==> src/rtl/tsc_mc_controller_pkg.sv <==
// Shared types and encodings for the TSC multicycle control unit: FSM states,
// instruction classes, opcode/func values and datapath mux select codes.
package tsc_ctrl_pkg;

  typedef enum logic [2:0] {
    ST_FETCH  = 3'd0,
    ST_DECODE = 3'd1,
    ST_EXEC   = 3'd2,
    ST_MEM    = 3'd3,
    ST_WB     = 3'd4,
    ST_HALT   = 3'd5
  } stateT;

  typedef enum logic [3:0] {
    CLS_BRANCH        = 4'd0,
    CLS_IMM_ALU       = 4'd1,
    CLS_R_ALU         = 4'd2,
    CLS_LOAD          = 4'd3,
    CLS_STORE         = 4'd4,
    CLS_JUMP          = 4'd5,
    CLS_LINK          = 4'd6,
    CLS_JUMP_REG      = 4'd7,
    CLS_JUMP_REG_LINK = 4'd8,
    CLS_WWD           = 4'd9,
    CLS_HLT           = 4'd10,
    CLS_ILLEGAL       = 4'd11
  } instClassT;

  localparam logic [3:0] OP_BNE   = 4'd0;
  localparam logic [3:0] OP_BEQ   = 4'd1;
  localparam logic [3:0] OP_BGZ   = 4'd2;
  localparam logic [3:0] OP_BLZ   = 4'd3;
  localparam logic [3:0] OP_ADI   = 4'd4;
  localparam logic [3:0] OP_ORI   = 4'd5;
  localparam logic [3:0] OP_LHI   = 4'd6;
  localparam logic [3:0] OP_LWD   = 4'd7;
  localparam logic [3:0] OP_SWD   = 4'd8;
  localparam logic [3:0] OP_JMP   = 4'd9;
  localparam logic [3:0] OP_JAL   = 4'd10;
  localparam logic [3:0] OP_RTYPE = 4'd15;

  localparam logic [5:0] FN_ALU_LAST = 6'd7;
  localparam logic [5:0] FN_JPR      = 6'd25;
  localparam logic [5:0] FN_JRL      = 6'd26;
  localparam logic [5:0] FN_WWD      = 6'd28;
  localparam logic [5:0] FN_HLT      = 6'd29;

  localparam logic [1:0] PCSRC_ALU    = 2'd0;
  localparam logic [1:0] PCSRC_ALUOUT = 2'd1;
  localparam logic [1:0] PCSRC_JUMP   = 2'd2;
  localparam logic [1:0] PCSRC_REGA   = 2'd3;

  localparam logic [1:0] REGDST_98 = 2'd0;
  localparam logic [1:0] REGDST_76 = 2'd1;
  localparam logic [1:0] REGDST_R2 = 2'd2;

  localparam logic [1:0] MEMTOREG_ALUOUT = 2'd0;
  localparam logic [1:0] MEMTOREG_MDR    = 2'd1;
  localparam logic [1:0] MEMTOREG_PC     = 2'd2;

  localparam logic [1:0] ALUB_REGB = 2'd0;
  localparam logic [1:0] ALUB_ONE  = 2'd1;
  localparam logic [1:0] ALUB_IMM  = 2'd2;

  typedef struct packed {
    logic       aluSrcA;
    logic [1:0] aluSrcB;
    logic       iord;
    logic       irWrite;
    logic       pcWrite;
    logic       pcWriteCond;
    logic       regWrite;
    logic       memRead;
    logic       memWrite;
    logic [1:0] pcSource;
    logic [1:0] regDst;
    logic [1:0] memToReg;
    logic       outputActive;
    logic       illegal;
    logic       halted;
  } ctlT;

  // Classes that leave DECODE for the EXEC state rather than finishing there.
  function automatic logic needsExec(input instClassT cls);
    logic result;
    case (cls)
      CLS_BRANCH, CLS_IMM_ALU, CLS_R_ALU, CLS_LOAD, CLS_STORE: result = 1'b1;
      default: result = 1'b0;
    endcase
    return result;
  endfunction

endpackage

==> src/rtl/tsc_mc_controller_if.sv <==
// Control bundle between the multicycle controller (master) and the TSC
// datapath (slave): IR/flag/handshake inputs and every mux select and strobe.
interface tsc_mc_controller_if #(
  parameter int INST_W = 16,
  parameter int CNT_W  = 16
);
  logic [INST_W-1:0] inst;
  logic              mem_ready;
  logic              bcond;
  logic              alu_src_a;
  logic [1:0]        alu_src_b;
  logic              iord;
  logic              ir_write;
  logic              pc_write;
  logic              pc_write_cond;
  logic              reg_write;
  logic              mem_read;
  logic              mem_write;
  logic [1:0]        pc_source;
  logic [1:0]        reg_dst;
  logic [1:0]        mem_to_reg;
  logic              output_active;
  logic              illegal;
  logic              halted;
  logic [CNT_W-1:0]  num_inst;

  modport master (
    input  inst, mem_ready, bcond,
    output alu_src_a, alu_src_b, iord, ir_write, pc_write, pc_write_cond,
           reg_write, mem_read, mem_write, pc_source, reg_dst, mem_to_reg,
           output_active, illegal, halted, num_inst
  );

  modport slave (
    output inst, mem_ready, bcond,
    input  alu_src_a, alu_src_b, iord, ir_write, pc_write, pc_write_cond,
           reg_write, mem_read, mem_write, pc_source, reg_dst, mem_to_reg,
           output_active, illegal, halted, num_inst
  );
endinterface

==> src/rtl/tsc_mc_controller_inst_decode.sv <==
// Combinational instruction classifier: maps opcode/func of the IR onto the
// small set of classes the control FSM dispatches on.
module tsc_inst_decode
  import tsc_ctrl_pkg::*;
#(
  parameter int INST_W = 16
) (
  input  logic [INST_W-1:0] inst,
  output instClassT         instClass
);

  logic [3:0] opcodeS;
  logic [5:0] funcS;
  logic       unusedMidBitsS;

  assign opcodeS        = inst[INST_W-1 -: 4];
  assign funcS          = inst[5:0];
  assign unusedMidBitsS = ^inst[INST_W-5:6];

  // Opcode first; R-type is further split by func.
  always_comb begin
    instClass = CLS_ILLEGAL;
    case (opcodeS)
      OP_BNE, OP_BEQ, OP_BGZ, OP_BLZ: instClass = CLS_BRANCH;
      OP_ADI, OP_ORI, OP_LHI:         instClass = CLS_IMM_ALU;
      OP_LWD:                         instClass = CLS_LOAD;
      OP_SWD:                         instClass = CLS_STORE;
      OP_JMP:                         instClass = CLS_JUMP;
      OP_JAL:                         instClass = CLS_LINK;
      OP_RTYPE: begin
        if (funcS <= FN_ALU_LAST) begin
          instClass = CLS_R_ALU;
        end else begin
          case (funcS)
            FN_JPR:  instClass = CLS_JUMP_REG;
            FN_JRL:  instClass = CLS_JUMP_REG_LINK;
            FN_WWD:  instClass = CLS_WWD;
            FN_HLT:  instClass = CLS_HLT;
            default: instClass = CLS_ILLEGAL;
          endcase
        end
      end
      default: instClass = CLS_ILLEGAL;
    endcase
  end

endmodule

==> src/rtl/tsc_mc_controller.sv <==
// Multicycle control unit for the 16-bit TSC datapath: FETCH/DECODE/EXEC/MEM/
// WB/HALT sequencing with a mem_ready handshake and a retired-instruction count.
module tsc_mc_controller
  import tsc_ctrl_pkg::*;
#(
  parameter int INST_W    = 16,
  parameter int EX_CYCLES = 1,
  parameter int CNT_W     = 16
) (
  input logic                clk,
  input logic                reset_n,
  tsc_mc_controller_if.master bus
);

  localparam logic [3:0] EX_LAST = 4'(EX_CYCLES - 1);

  stateT            stateR;
  logic [3:0]       exCntR;
  logic [CNT_W-1:0] numInstR;
  instClassT        instClassS;
  logic             exLastS;
  ctlT              ctlS;

  tsc_inst_decode #(
    .INST_W (INST_W)
  ) uDecode (
    .inst      (bus.inst),
    .instClass (instClassS)
  );

  assign exLastS = (exCntR == EX_LAST);

  // State sequencing, EXEC dwell counter and retired-instruction count.
  always_ff @(posedge clk or negedge reset_n) begin
    if (!reset_n) begin
      stateR   <= ST_FETCH;
      exCntR   <= 4'd0;
      numInstR <= '0;
    end else begin
      case (stateR)
        ST_FETCH: begin
          if (bus.mem_ready) begin
            stateR <= ST_DECODE;
          end
        end
        ST_DECODE: begin
          if (instClassS == CLS_HLT) begin
            stateR <= ST_HALT;
          end else if (needsExec(instClassS)) begin
            stateR <= ST_EXEC;
            exCntR <= 4'd0;
          end else begin
            stateR   <= ST_FETCH;
            numInstR <= numInstR + CNT_W'(1);
          end
        end
        ST_EXEC: begin
          if (exLastS) begin
            case (instClassS)
              CLS_BRANCH: begin
                stateR   <= ST_FETCH;
                numInstR <= numInstR + CNT_W'(1);
              end
              CLS_LOAD, CLS_STORE: stateR <= ST_MEM;
              default:             stateR <= ST_WB;
            endcase
          end else begin
            exCntR <= exCntR + 4'd1;
          end
        end
        ST_MEM: begin
          if (bus.mem_ready) begin
            if (instClassS == CLS_STORE) begin
              stateR   <= ST_FETCH;
              numInstR <= numInstR + CNT_W'(1);
            end else begin
              stateR <= ST_WB;
            end
          end
        end
        ST_WB: begin
          stateR   <= ST_FETCH;
          numInstR <= numInstR + CNT_W'(1);
        end
        ST_HALT: stateR <= ST_HALT;
        default: stateR <= ST_FETCH;
      endcase
    end
  end

  // Mealy strobe decode; gated by reset_n so an asserted reset kills every
  // strobe in the same cycle, before the state register is even observed.
  always_comb begin
    ctlS = '0;
    if (!reset_n) begin
      ctlS = '0;
    end else begin
      case (stateR)
        ST_FETCH: begin
          ctlS.memRead = 1'b1;
          ctlS.iord    = 1'b0;
          if (bus.mem_ready) begin
            ctlS.irWrite  = 1'b1;
            ctlS.pcWrite  = 1'b1;
            ctlS.pcSource = PCSRC_ALU;
            ctlS.aluSrcA  = 1'b0;
            ctlS.aluSrcB  = ALUB_ONE;
          end else begin
            ctlS.aluSrcB = ALUB_REGB;
          end
        end
        ST_DECODE: begin
          ctlS.aluSrcA = 1'b0;
          ctlS.aluSrcB = ALUB_IMM;
          case (instClassS)
            CLS_JUMP: begin
              ctlS.pcWrite  = 1'b1;
              ctlS.pcSource = PCSRC_JUMP;
            end
            CLS_LINK: begin
              ctlS.pcWrite  = 1'b1;
              ctlS.pcSource = PCSRC_JUMP;
              ctlS.regWrite = 1'b1;
              ctlS.regDst   = REGDST_R2;
              ctlS.memToReg = MEMTOREG_PC;
            end
            CLS_JUMP_REG: begin
              ctlS.pcWrite  = 1'b1;
              ctlS.pcSource = PCSRC_REGA;
            end
            CLS_JUMP_REG_LINK: begin
              ctlS.pcWrite  = 1'b1;
              ctlS.pcSource = PCSRC_REGA;
              ctlS.regWrite = 1'b1;
              ctlS.regDst   = REGDST_R2;
              ctlS.memToReg = MEMTOREG_PC;
            end
            CLS_WWD:     ctlS.outputActive = 1'b1;
            CLS_ILLEGAL: ctlS.illegal      = 1'b1;
            default:     ctlS.illegal      = 1'b0;
          endcase
        end
        ST_EXEC: begin
          ctlS.aluSrcA = 1'b1;
          ctlS.aluSrcB = (instClassS == CLS_R_ALU) ? ALUB_REGB : ALUB_IMM;
          if (exLastS && (instClassS == CLS_BRANCH)) begin
            ctlS.pcWriteCond = 1'b1;
            ctlS.pcSource    = PCSRC_ALUOUT;
          end else begin
            ctlS.pcWriteCond = 1'b0;
          end
        end
        ST_MEM: begin
          ctlS.iord = 1'b1;
          if (instClassS == CLS_LOAD) begin
            ctlS.memRead = 1'b1;
          end else if (instClassS == CLS_STORE) begin
            ctlS.memWrite = 1'b1;
          end else begin
            ctlS.memRead = 1'b0;
          end
        end
        ST_WB: begin
          ctlS.regWrite = 1'b1;
          ctlS.regDst   = (instClassS == CLS_R_ALU) ? REGDST_76 : REGDST_98;
          ctlS.memToReg = (instClassS == CLS_LOAD) ? MEMTOREG_MDR : MEMTOREG_ALUOUT;
        end
        ST_HALT: ctlS.halted = 1'b1;
        default: ctlS = '0;
      endcase
    end
  end

  assign bus.alu_src_a     = ctlS.aluSrcA;
  assign bus.alu_src_b     = ctlS.aluSrcB;
  assign bus.iord          = ctlS.iord;
  assign bus.ir_write      = ctlS.irWrite;
  assign bus.pc_write      = ctlS.pcWrite;
  assign bus.pc_write_cond = ctlS.pcWriteCond;
  assign bus.reg_write     = ctlS.regWrite;
  assign bus.mem_read      = ctlS.memRead;
  assign bus.mem_write     = ctlS.memWrite;
  assign bus.pc_source     = ctlS.pcSource;
  assign bus.reg_dst       = ctlS.regDst;
  assign bus.mem_to_reg    = ctlS.memToReg;
  assign bus.output_active = ctlS.outputActive;
  assign bus.illegal       = ctlS.illegal;
  assign bus.halted        = ctlS.halted;
  assign bus.num_inst      = numInstR;

endmodule

==> src/flat_wrapper.sv <==
// flat-port wrapper written by rule: the top's interface ports become plain ports
module tsc_mc_controller_flat import tsc_ctrl_pkg::*;
#(
  parameter int INST_W    = 16,
  parameter int EX_CYCLES = 1,
  parameter int CNT_W     = 16
)
  (clk, reset_n, bus_inst, bus_mem_ready, bus_bcond, bus_alu_src_a, bus_alu_src_b, bus_iord, bus_ir_write, bus_pc_write, bus_pc_write_cond, bus_reg_write, bus_mem_read, bus_mem_write, bus_pc_source, bus_reg_dst, bus_mem_to_reg, bus_output_active, bus_illegal, bus_halted, bus_num_inst);
  tsc_mc_controller_if #(.INST_W(INST_W), .CNT_W(CNT_W)) bus_i ();
  input logic clk;
  input logic reset_n;
  input wire logic [$bits(bus_i.inst)-1:0] bus_inst;
  input wire logic [$bits(bus_i.mem_ready)-1:0] bus_mem_ready;
  input wire logic [$bits(bus_i.bcond)-1:0] bus_bcond;
  output wire logic [$bits(bus_i.alu_src_a)-1:0] bus_alu_src_a;
  output wire logic [$bits(bus_i.alu_src_b)-1:0] bus_alu_src_b;
  output wire logic [$bits(bus_i.iord)-1:0] bus_iord;
  output wire logic [$bits(bus_i.ir_write)-1:0] bus_ir_write;
  output wire logic [$bits(bus_i.pc_write)-1:0] bus_pc_write;
  output wire logic [$bits(bus_i.pc_write_cond)-1:0] bus_pc_write_cond;
  output wire logic [$bits(bus_i.reg_write)-1:0] bus_reg_write;
  output wire logic [$bits(bus_i.mem_read)-1:0] bus_mem_read;
  output wire logic [$bits(bus_i.mem_write)-1:0] bus_mem_write;
  output wire logic [$bits(bus_i.pc_source)-1:0] bus_pc_source;
  output wire logic [$bits(bus_i.reg_dst)-1:0] bus_reg_dst;
  output wire logic [$bits(bus_i.mem_to_reg)-1:0] bus_mem_to_reg;
  output wire logic [$bits(bus_i.output_active)-1:0] bus_output_active;
  output wire logic [$bits(bus_i.illegal)-1:0] bus_illegal;
  output wire logic [$bits(bus_i.halted)-1:0] bus_halted;
  output wire logic [$bits(bus_i.num_inst)-1:0] bus_num_inst;
  assign bus_i.inst = bus_inst;
  assign bus_i.mem_ready = bus_mem_ready;
  assign bus_i.bcond = bus_bcond;
  assign bus_alu_src_a = bus_i.alu_src_a;
  assign bus_alu_src_b = bus_i.alu_src_b;
  assign bus_iord = bus_i.iord;
  assign bus_ir_write = bus_i.ir_write;
  assign bus_pc_write = bus_i.pc_write;
  assign bus_pc_write_cond = bus_i.pc_write_cond;
  assign bus_reg_write = bus_i.reg_write;
  assign bus_mem_read = bus_i.mem_read;
  assign bus_mem_write = bus_i.mem_write;
  assign bus_pc_source = bus_i.pc_source;
  assign bus_reg_dst = bus_i.reg_dst;
  assign bus_mem_to_reg = bus_i.mem_to_reg;
  assign bus_output_active = bus_i.output_active;
  assign bus_illegal = bus_i.illegal;
  assign bus_halted = bus_i.halted;
  assign bus_num_inst = bus_i.num_inst;
  tsc_mc_controller #(.INST_W(INST_W), .EX_CYCLES(EX_CYCLES), .CNT_W(CNT_W)) u_core (.clk(clk), .reset_n(reset_n), .bus(bus_i));
endmodule
==> config.mk <==
export PLATFORM = sky130hd
export DESIGN_NAME = tsc_mc_controller_flat
export DESIGN_NICKNAME = d
export VERILOG_FILES = /design/src/rtl/tsc_mc_controller_pkg.sv /design/src/rtl/tsc_mc_controller_if.sv /design/src/rtl/tsc_mc_controller_inst_decode.sv /design/src/rtl/tsc_mc_controller.sv /design/src/flat_wrapper.sv
export SDC_FILE = /design/constraint.sdc
export NUM_CORES = 1
export LEC_CHECK = 0
export BUFFER_PORTS_ARGS = -buffer_cell sky130_fd_sc_hd__buf_2
export CORE_MARGIN = 1
export CORE_UTILIZATION = 45
export CTS_CLUSTER_DIAMETER = 40
export DETAILED_ROUTE_END_ITERATION = 16
export PLACE_DENSITY = 0.71
export SYNTH_ARGS = -nofsm -noshare
export SYNTH_HDL_FRONTEND = slang
export SYNTH_SLANG_ARGS = --single-unit
==> constraint.sdc <==
create_clock -name clk -period 4.9 [get_ports clk]
set_input_delay 0.98 -clock clk [delete_from_list [all_inputs] [get_ports clk]]
set_output_delay 0.98 -clock clk [all_outputs]
set_load 0.03 [all_outputs]
==> reports/metrics.cfg, run 1 <==
[synth]
yosysUniqueCellTypes = 46
synth-seq-area-share = 0.314
synth-edff-count = 0
syn_area_per_cell_sq_um = 8.49
yosys_warnings = 0
synth_top_area_cell = dfrtp_1
syn_inst = 216
ys_async_sr_fraction = 1.00
syn_nets = 239
synth-main-ff-cell = dfrtp_1
synth_top_area_frac = 0.314
synth_area_leaders = dfrtp_1 31%, xor2_1 6.7%, nor3_2 5.5%, nor2_1 4.3%, nand2_1 3.9%
ys_ff_latch = 23
netlist_area_sq_um = 1830

[critical_path]
max_stage_delay_ps = 420
crit_path_frequent_cell = buf_2
cp.depth = 8
crit_path_max_fanout = 4
r2r_start = u_core.stateR[0]$_DFFE_PN0P_
cp.arrival_ps = 2860
critical-path-top-delay-family = simple AND/OR/NAND/NOR gates
cp-start-kind = input pin
cp_cell_sequence = buf_2 -> nand3b_4 -> or3_1 -> a211oi_1 -> a31oi_1 -> or3b_1 -> a21oi_1 -> buf_2
r2r.worst_path.cells = 5
cp-endpoint = bus_reg_write
rr_endpoint = u_core.bus.num_inst[1]$_DFFE_PN0P_
crit_type = input pin to primary output
worstPathRequired_ps = 3920
crit_path_start = bus_inst[5]
crit_slowest_cell = a211oi_1
worstPathBufferInverterCount = 2
endpoint_kind = primary output
reg2reg_slack_ps = 2300

[floorplanning]
coreArea_sq_um = 3770
io_pins = 55
die_width_um = 65.8
dieArea_sq_um = 4330
die_h_um = 65.8
initial_core_util = 0.486
rows = 22

[clock_tree]
clockBufferDepth = 2
insertion_delay_ps = 260
clkTransAtPathRegs_ps = 80
cts_tree = yes
cts.sinks = 23
hold_buffers = 0
h-tree-depth = 1
cts_root_buf = clkbuf_8
post_cts_buffers = 0
cts_resized = 0
cts_buffers = 3

[global_routing]
grt_max_degree = 31
grt_pass1_wl_mm = 6.55
grt_overflow = 0
groute.usage.overall = 0.193
antenna_found_initial = 0
grt_pass1_vias = 1483

[finish]
layout-area-overhead-vs-synth_pct = 13.7
fin_cells = 301
layout-drive-gt1-share = 0.300
fillCellCount = 375
layout.nets = 277
layout_common_cells = 47 x buf_2, 23 x dfrtp_1, 21 x nor2_1
final_common_cell = buf_2
antenna_cells = 0

[sta]
whs_ps = 480
period_share = 0.785
period_needed_ps = 3840
rsz0062_at_grt = no
hold_viol = 0
fin_tns_setup_ps = 0
setup_viol = 0
max_freq_mhz = 260
fin_skew_ps = 5.59
max_slew_margin = 0.461
setup_slack_ps = 1060
slew_viol_final = 0
worst_slew_pin_slew_ps = 808

[hold_path]
min_path_type = flip-flop to flip-flop
hold_path_startpoint = u_core.bus.num_inst[15]$_DFFE_PN0P_

[pwr]
peakVddDrop_mv = 0.146
power_density_nw_per_um2 = 442
power_mw = 0.922
p_leak_nw = 1.01

[placement]
port_buffers = 47
place_ws_ps = 1070
dp_hpwl_mm = 2.83
placed_cells = 297
place.gp.congestion = 0.808

[route]
wirelength_mm = 3.84
routed_via_density = 5.57
drt_iter0_markers = 65
detail_route.wl_per_cell_um = 12.8
remaining_drc_errors = 0
ant_nets = 0
drt_pre_antenna_iters = 4
vias = 1677

[run_status]
status = finished clean

[job]
max_cap_violations = 0

==> worst min-delay path by stage <==
stage	endpoint	slack (ps)	cells past startpoint
6_report	u_core.bus.num_inst[15]$_DFFE_PN0P_	480	1
5_1_grt	u_core.bus.num_inst[15]$_DFFE_PN0P_	510	1
4_1_cts	u_core.bus.num_inst[15]$_DFFE_PN0P_	500	1
3_5_place_dp	u_core.bus.num_inst[15]$_DFFE_PN0P_	490	1
3_3_place_gp	u_core.bus.num_inst[15]$_DFFE_PN0P_	450	1
2_1_floorplan	u_core.exCntR[3]$_DFFE_PN0P_	460	1
==> Yosys cell counts, types with 3 or more instances <==
cell      instances
and3_1            6
nor2_1           21
o21ai_0          14
or2_2             3
ha_1              3
nor3b_1           4
nand2b_1          4
nand2_1          19
xor2_1           14
clkbuf_1          8
nor4_1            7
a21o_1            3
nand4_1           5
nand3_1          13
dfrtp_1          23
a21oi_1          14
nor3_2           10
inv_1             7
==> report_power, final <==
part,switching [mW],total (mW),internal [mW]
clock network,0.0605,0.117,0.0567
logic,0.312,0.481,0.169
registers,0.0868,0.323,0.236
total,0.460,0.922,0.462
==> registers in the layout (all words and copies together) (netlist names) <==
| signal | flops |
|---|---|
| u_core.stateR | 3 |
| u_core.bus.num_inst | 16 |
| u_core.exCntR | 4 |
==> per-stage QoR <==
stage,instance area [sq um],util
after global routing,2080,0.553
after CTS,2080,0.553
after floorplan,1830,-
final,2080,0.553
after global placement,2040,0.540
after detailed placement,2040,0.540
==> layout make-up <==
cell class | count | area [sq um] | share of cell area
multi-input combinational | 172 | 1140 | 0.547
sequential | 23 | 576 | 0.276
timing repair buffer | 47 | 235 | 0.113
tap | 48 | 60.1 | 0.0288
clock buffer | 3 | 41.3 | 0.0198
inverter | 7 | 26.3 | 0.0126
clock inverter | 1 | 5.00 | 0.00240
==> logic make-up (layout without fill, tap and decap cells) <==
logic type,count (synthesis),count (layout),synth area share
xor gates and xnor gates,16,16,0.0765
buffers and inverters,21,58,0.0635
adders and majority gates,3,3,0.0205
and+or+nand+nor,109,109,0.365
muxes,2,2,0.0123
AOI/OAI and AO/OA,42,42,0.148
DFF,23,23,0.314
==> layer usage <==
layer	up-vias	GRT usage	wire length, um
li1	846	-	-
met1	797	0.256	1830
met2	32	0.327	1850
met3	2	0.0293	135
met4	0	0.0489	31
met5	-	0	0
Note: power is estimated with default switching activity, not from simulation.
==> run 2: changes to the inputs <==
==> constraint.sdc (replaced) <==
create_clock -name clk -period 3.93 [get_ports clk]
set_input_delay 0.786 -clock clk [delete_from_list [all_inputs] [get_ports clk]]
set_output_delay 0.786 -clock clk [all_outputs]
set_load 0.03 [all_outputs]
==> reports/metrics.cfg, run 2 (synthesis gave the netlist of run 1 again) <==
[floorplanning]
initial_core_util = 0.486  ; unchanged
coreArea_sq_um = 3770  ; unchanged
rows = 22  ; unchanged
dieArea_sq_um = 4330  ; unchanged
die_width_um = 65.8  ; unchanged
io_pins = 55  ; unchanged
die_h_um = 65.8  ; unchanged

[clock_tree]
cts_tree = yes  ; unchanged
hold_buffers = 0  ; unchanged
cts_root_buf = clkbuf_8  ; unchanged
insertion_delay_ps = 270  ; was 260 ps
post_cts_buffers = 0  ; unchanged
clkTransAtPathRegs_ps = 80  ; about the same
cts.sinks = 23  ; unchanged
cts_buffers = 3  ; unchanged
clockBufferDepth = 2  ; unchanged
h-tree-depth = 1  ; unchanged
cts_resized = 0  ; unchanged

[placement]
post_dp_cell_area_sq_um = 2050  ; was 2040 sq um
dp_hpwl_mm = 2.86  ; was 2.83 mm
place_ws_ps = 579  ; was 1070 ps
port_buffers = 47  ; unchanged
place.gp.congestion = 0.831  ; was 0.808

[route]
wirelength_mm = 3.81  ; was 3.84 mm
vias = 1650  ; was 1677
ant_nets = 0  ; unchanged
remaining_drc_errors = 0  ; unchanged
routed_via_density = 5.45  ; was 5.57
drt_pre_antenna_iters = 4  ; unchanged
detail_route.wl_per_cell_um = 12.6  ; was 12.8 um
drt_iter0_markers = 100  ; was 65

[sta]
fin_skew_ps = 6.04  ; was 5.59 ps
rsz0062_at_grt = no  ; unchanged
setup_viol = 0  ; unchanged
period_share = 0.860
whs_ps = 354  ; was 480 ps
slew_viol_final = 0  ; unchanged
hold_viol = 0  ; unchanged
max_slew_margin = 0.475  ; was 0.461
fin_tns_setup_ps = 0  ; unchanged
setup_slack_ps = 550  ; was 1060 ps
period_needed_ps = 3380
max_freq_mhz = 296
worst_slew_pin_slew_ps = 788  ; was 808 ps

[critical_path]
endpoint_kind = primary output  ; unchanged
r2r_start = u_core.exCntR[0]$_DFFE_PN0P_  ; was u_core.stateR[0]$_DFFE_PN0P_
rr_endpoint = u_core.bus.num_inst[1]$_DFFE_PN0P_  ; unchanged
r2r.worst_path.cells = 8  ; was 5
reg2reg_slack_ps = 1300  ; was 2300 ps
crit_path_start = bus_inst[5]  ; unchanged
cp_cell_sequence = buf_2 -> nand3b_4 -> or3_1 -> a211oi_1 -> a31oi_1 -> or3b_1 -> a21oi_1 -> buf_2  ; unchanged
max_stage_delay_ps = 410  ; was 420 ps
worstPathRequired_ps = 3140  ; was 3920 ps
cp.arrival_ps = 2590  ; was 2860 ps
crit_type = input pin to primary output  ; unchanged
worstPathBufferInverterCount = 2  ; unchanged
crit_path_max_fanout = 4  ; unchanged
critical-path-top-delay-family = simple AND/OR/NAND/NOR gates  ; unchanged
crit_path_frequent_cell = buf_2  ; unchanged
cp-start-kind = input pin  ; unchanged
crit_slowest_cell = or3_1  ; was a211oi_1

[global_routing]
grt_overflow = 0  ; unchanged
grt_max_degree = 22  ; was 31
groute.usage.overall = 0.185  ; was 0.193
antenna_found_initial = 0  ; unchanged
grt_pass1_wl_mm = 6.28  ; was 6.55 mm
grt_pass1_vias = 1375  ; was 1483

[pwr]
p_leak_nw = 1.02  ; was 1.01 nW
power_density_nw_per_um2 = 551  ; was 442 nW/um^2
power_mw = 1.16  ; was 0.922 mW
peakVddDrop_mv = 0.195  ; was 0.146 mV

[finish]
layout-drive-gt1-share = 0.306  ; was 0.300
fin_area_sq_um = 2100  ; was 2080 sq um
final_common_cell = buf_2  ; unchanged
antenna_cells = 0  ; unchanged
largest_reg_flops = 16  ; unchanged
layout.nets = 279  ; was 277
layout-area-overhead-vs-synth_pct = 14.5  ; was 13.7%
fillCellCount = 375  ; unchanged
layout_common_cells = 47 x buf_2, 23 x dfrtp_1, 21 x nor2_1  ; unchanged

[hold_path]
min_path_type = input pin to async pin  ; was flip-flop to flip-flop

[run_status]
status = finished clean  ; unchanged

[job]
max_cap_violations = 0  ; unchanged

==> run 2: cell count changes in the layout (fill, tap and decap cells not counted), sizes merged <==
cell and change:
buf +2
==> run 2: per-stage QoR <==
stage,cells,utilization
after floorplan,216,-
after global placement,299,0.544
after detailed placement,299,0.544
after CTS,303,0.557
after global routing,303,0.557
final,303,0.557
==> run 2: worst max-delay path by stage <==
stage          cells past startpoint  slack [ps]       endpoint
2_1_floorplan                      6         580  bus_reg_write
3_3_place_gp                       8         560  bus_reg_write
3_5_place_dp                       8         580  bus_reg_write
4_1_cts                            8         570  bus_reg_write
5_1_grt                            8         440  bus_reg_write
6_report                           8         550  bus_reg_write
==> run 2: routing by layer <==
metal	wire, um	track usage	vias to the layer above
li1	-	-	843
met3	143	0.0362	5
met2	1770	0.291	35
met4	37	0.0408	0
met5	0	0	-
met1	1850	0.259	767
==> run 2: area by class of cell <==
cell class	count	area (sq um)	area share
well taps	48	60.1	0.0286
inverters	7	26.3	0.0125
repair buffers	49	250	0.119
flip-flops and latches	23	576	0.274
multi-input cells	172	1140	0.544
clock inverters	1	5.00	0.00238
clock buffers	3	41.3	0.0197
==> run 2: power by group <==
group	internal [mW]	switching (mW)	leakage (nW)	total, mW
sequential	0.295	0.109	0.302	0.403
clock	0.0709	0.0779	0.0255	0.149
combinational	0.212	0.392	0.694	0.604
==> run 3: changes to the inputs <==
--- a/config.mk
+++ b/config.mk
@@ -6,11 +6,13 @@
 export NUM_CORES = 1
 export LEC_CHECK = 0
 export BUFFER_PORTS_ARGS = -buffer_cell sky130_fd_sc_hd__buf_2
+export CELL_PAD_IN_SITES_DETAIL_PLACEMENT = 1
+export CELL_PAD_IN_SITES_GLOBAL_PLACEMENT = 1
 export CORE_MARGIN = 1
-export CORE_UTILIZATION = 45
+export CORE_UTILIZATION = 38
 export CTS_CLUSTER_DIAMETER = 40
 export DETAILED_ROUTE_END_ITERATION = 16
-export PLACE_DENSITY = 0.71
+export PLACE_DENSITY_LB_ADDON = 0.1
 export SYNTH_ARGS = -nofsm -noshare
 export SYNTH_HDL_FRONTEND = slang
 export SYNTH_SLANG_ARGS = --single-unit
==> reports/metrics.cfg, run 3 (synthesis gave the netlist of run 1 again) <==
[run_status]
status = finished clean  ; unchanged

[global_routing]
grt_max_degree = 29  ; was 22
antenna_found_initial = 0  ; unchanged
grt_overflow = 0  ; unchanged
groute.usage.overall = 0.195  ; was 0.185
grt_pass1_wl_mm = 8.13  ; was 6.28 mm
grt_pass1_vias = 1677  ; was 1375

[finish]
layout.nets = 281  ; was 279
antenna_cells = 0  ; unchanged
layout-drive-gt1-share = 0.307  ; was 0.306
layout-area-overhead-vs-synth_pct = 15.6  ; was 14.5%
final_common_cell = buf_2  ; unchanged
finalCoreUtilization = 0.470  ; was 0.557
largest_reg_flops = 16  ; unchanged
layout_common_cells = 47 x buf_2, 23 x dfrtp_1, 21 x nor2_1  ; unchanged

[pwr]
combPwrFrac = 0.526  ; was 0.522
power_density_nw_per_um2 = 547  ; was 551 nW/um^2
p_seq_frac = 0.349  ; about the same
p_int_mw = 0.582  ; was 0.578 mW
swShare = 0.498  ; was 0.500
p_clk_frac = 0.125  ; was 0.129
p_leak_nw = 1.03  ; was 1.02 nW
power_mw = 1.16  ; about the same
switching_power_mw = 0.577  ; was 0.578 mW
peakVddDrop_mv = 0.358  ; was 0.195 mV

[clock_tree]
clockBufferDepth = 2  ; unchanged
cts_resized = 0  ; unchanged
hold_buffers = 0  ; unchanged
post_cts_buffers = 0  ; unchanged
cts_tree = yes  ; unchanged
clkTransAtPathRegs_ps = 80  ; about the same
cts_root_buf = clkbuf_8  ; unchanged
insertion_delay_ps = 260  ; was 270 ps
h-tree-depth = 1  ; unchanged
cts_buffers = 3  ; unchanged
cts.sinks = 23  ; unchanged

[route]
wl_met1_mm = 2.39  ; was 1.85 mm
routed_via_density = 5.56  ; was 5.45
wl_met2_mm = 2.10  ; was 1.77 mm
drt_pre_antenna_iters = 4  ; unchanged
vias = 1717  ; was 1650
detail_route.wl_per_cell_um = 15.0  ; was 12.6 um
highest-signal-layer = met4  ; unchanged
drt_iter0_markers = 65  ; was 100
remaining_drc_errors = 0  ; unchanged
ant_nets = 0  ; unchanged
wirelength_mm = 4.64  ; was 3.81 mm
route.met3.wl_um = 136  ; was 143 um

[sta]
fin_skew_ps = 2.17  ; was 6.04 ps
period_needed_ps = 3450  ; was 3380 ps
setup_viol = 0  ; unchanged
rsz0062_at_grt = no  ; unchanged
worst_slew_pin_slew_ps = 642  ; was 788 ps
fin_tns_setup_ps = 0  ; unchanged
max_freq_mhz = 290  ; was 296 MHz
slew_viol_final = 0  ; unchanged
hold_viol = 0  ; unchanged
max_slew_margin = 0.572  ; was 0.475
period_share = 0.878  ; was 0.860

[critical_path]
crit_path_max_fanout = 4  ; unchanged
endpoint_kind = primary output  ; unchanged
worstPathRequired_ps = 3140  ; about the same
crit_type = input pin to primary output  ; unchanged
cp.arrival_ps = 2660  ; was 2590 ps
cp-start-kind = input pin  ; unchanged

[floorplanning]
coreArea_sq_um = 4500  ; was 3770 sq um
die_h_um = 71.5  ; was 65.8 um
initial_core_util = 0.407  ; was 0.486
rows = 24  ; was 22
dieArea_sq_um = 5110  ; was 4330 sq um
io_pins = 55  ; unchanged
die_width_um = 71.5  ; was 65.8 um

[hold_path]
min_path_type = flip-flop to flip-flop  ; was input pin to async pin

[placement]
dp_hpwl_mm = 3.52  ; was 2.86 mm
place.gp.congestion = 0.814  ; was 0.831
port_buffers = 47  ; unchanged

[job]
max_cap_violations = 0  ; unchanged

-- run 3: cell count changes in the layout (fill, tap and decap cells not counted) --
cell	change
buf_4	+2
clkbuf_1	+1
clkinv_2	-1
-- run 3: routing by layer --
metal / track usage / vias up
li1: - / 851
met1: 0.288 / 834
met2: 0.321 / 30
met3: 0.0295 / 2
met4: 0.00654 / 0
met5: 0 / -
-- run 3: final cells by class --
| cell class | count | area [sq um] |
|---|---|---|
| fillers | 579 | 2390 |
| multi-input cells | 172 | 1140 |
| flip-flops and latches | 23 | 576 |
| repair buffers | 51 | 265 |
| well taps | 52 | 65.1 |
| clock buffers | 4 | 45.0 |
| inverters | 7 | 26.3 |
-- run 3: through the flow --
step	hold slack [ps]	cell area, sq um	setup WS [ps]	instances
after floorplan	459	1830	583	216
after global placement	453	2070	544	305
after detailed placement	457	2070	489	305
after CTS	468	2120	479	309
after global routing	509	2120	373	309
final	462	2120	479	309
-- run 3: path summary, 6_finish.rpt --
check                                                         start                             endpoint  slack (ps)  depth (start not counted)
worst max-delay path                                    bus_inst[5]                        bus_reg_write         480                          8
worst min-delay path            u_core.bus.num_inst[15]$_DFFE_PN0P_  u_core.bus.num_inst[15]$_DFFE_PN0P_         460                          1
worst max register to register         u_core.exCntR[0]$_DFFE_PN0P_   u_core.bus.num_inst[1]$_DFFE_PN0P_        1340                          8
worst min register to register  u_core.bus.num_inst[15]$_DFFE_PN0P_  u_core.bus.num_inst[15]$_DFFE_PN0P_         460                          1
max in group asynchronous                                   reset_n   u_core.bus.num_inst[5]$_DFFE_PN0P_        3100                          2
min in group asynchronous                                   reset_n         u_core.exCntR[2]$_DFFE_PN0P_         570                          2
-- run 3: critical path, stage by stage --
cell	delay (ps)
buf_2	100
nand3b_4	150
or3_1	420
a211oi_1	350
a31oi_1	130
or3b_1	370
a21oi_1	140
buf_2	210
-- run 3: power groups by stage --
stage	Clock, mW	Sequential, mW	Combinational (mW)
after global placement	0	0.410	0.606
after CTS	0.152	0.405	0.618
final	0.145	0.404	0.610
after floorplan	0	0.418	0.473
after detailed placement	0	0.410	0.617
after global routing	0.159	0.422	0.676
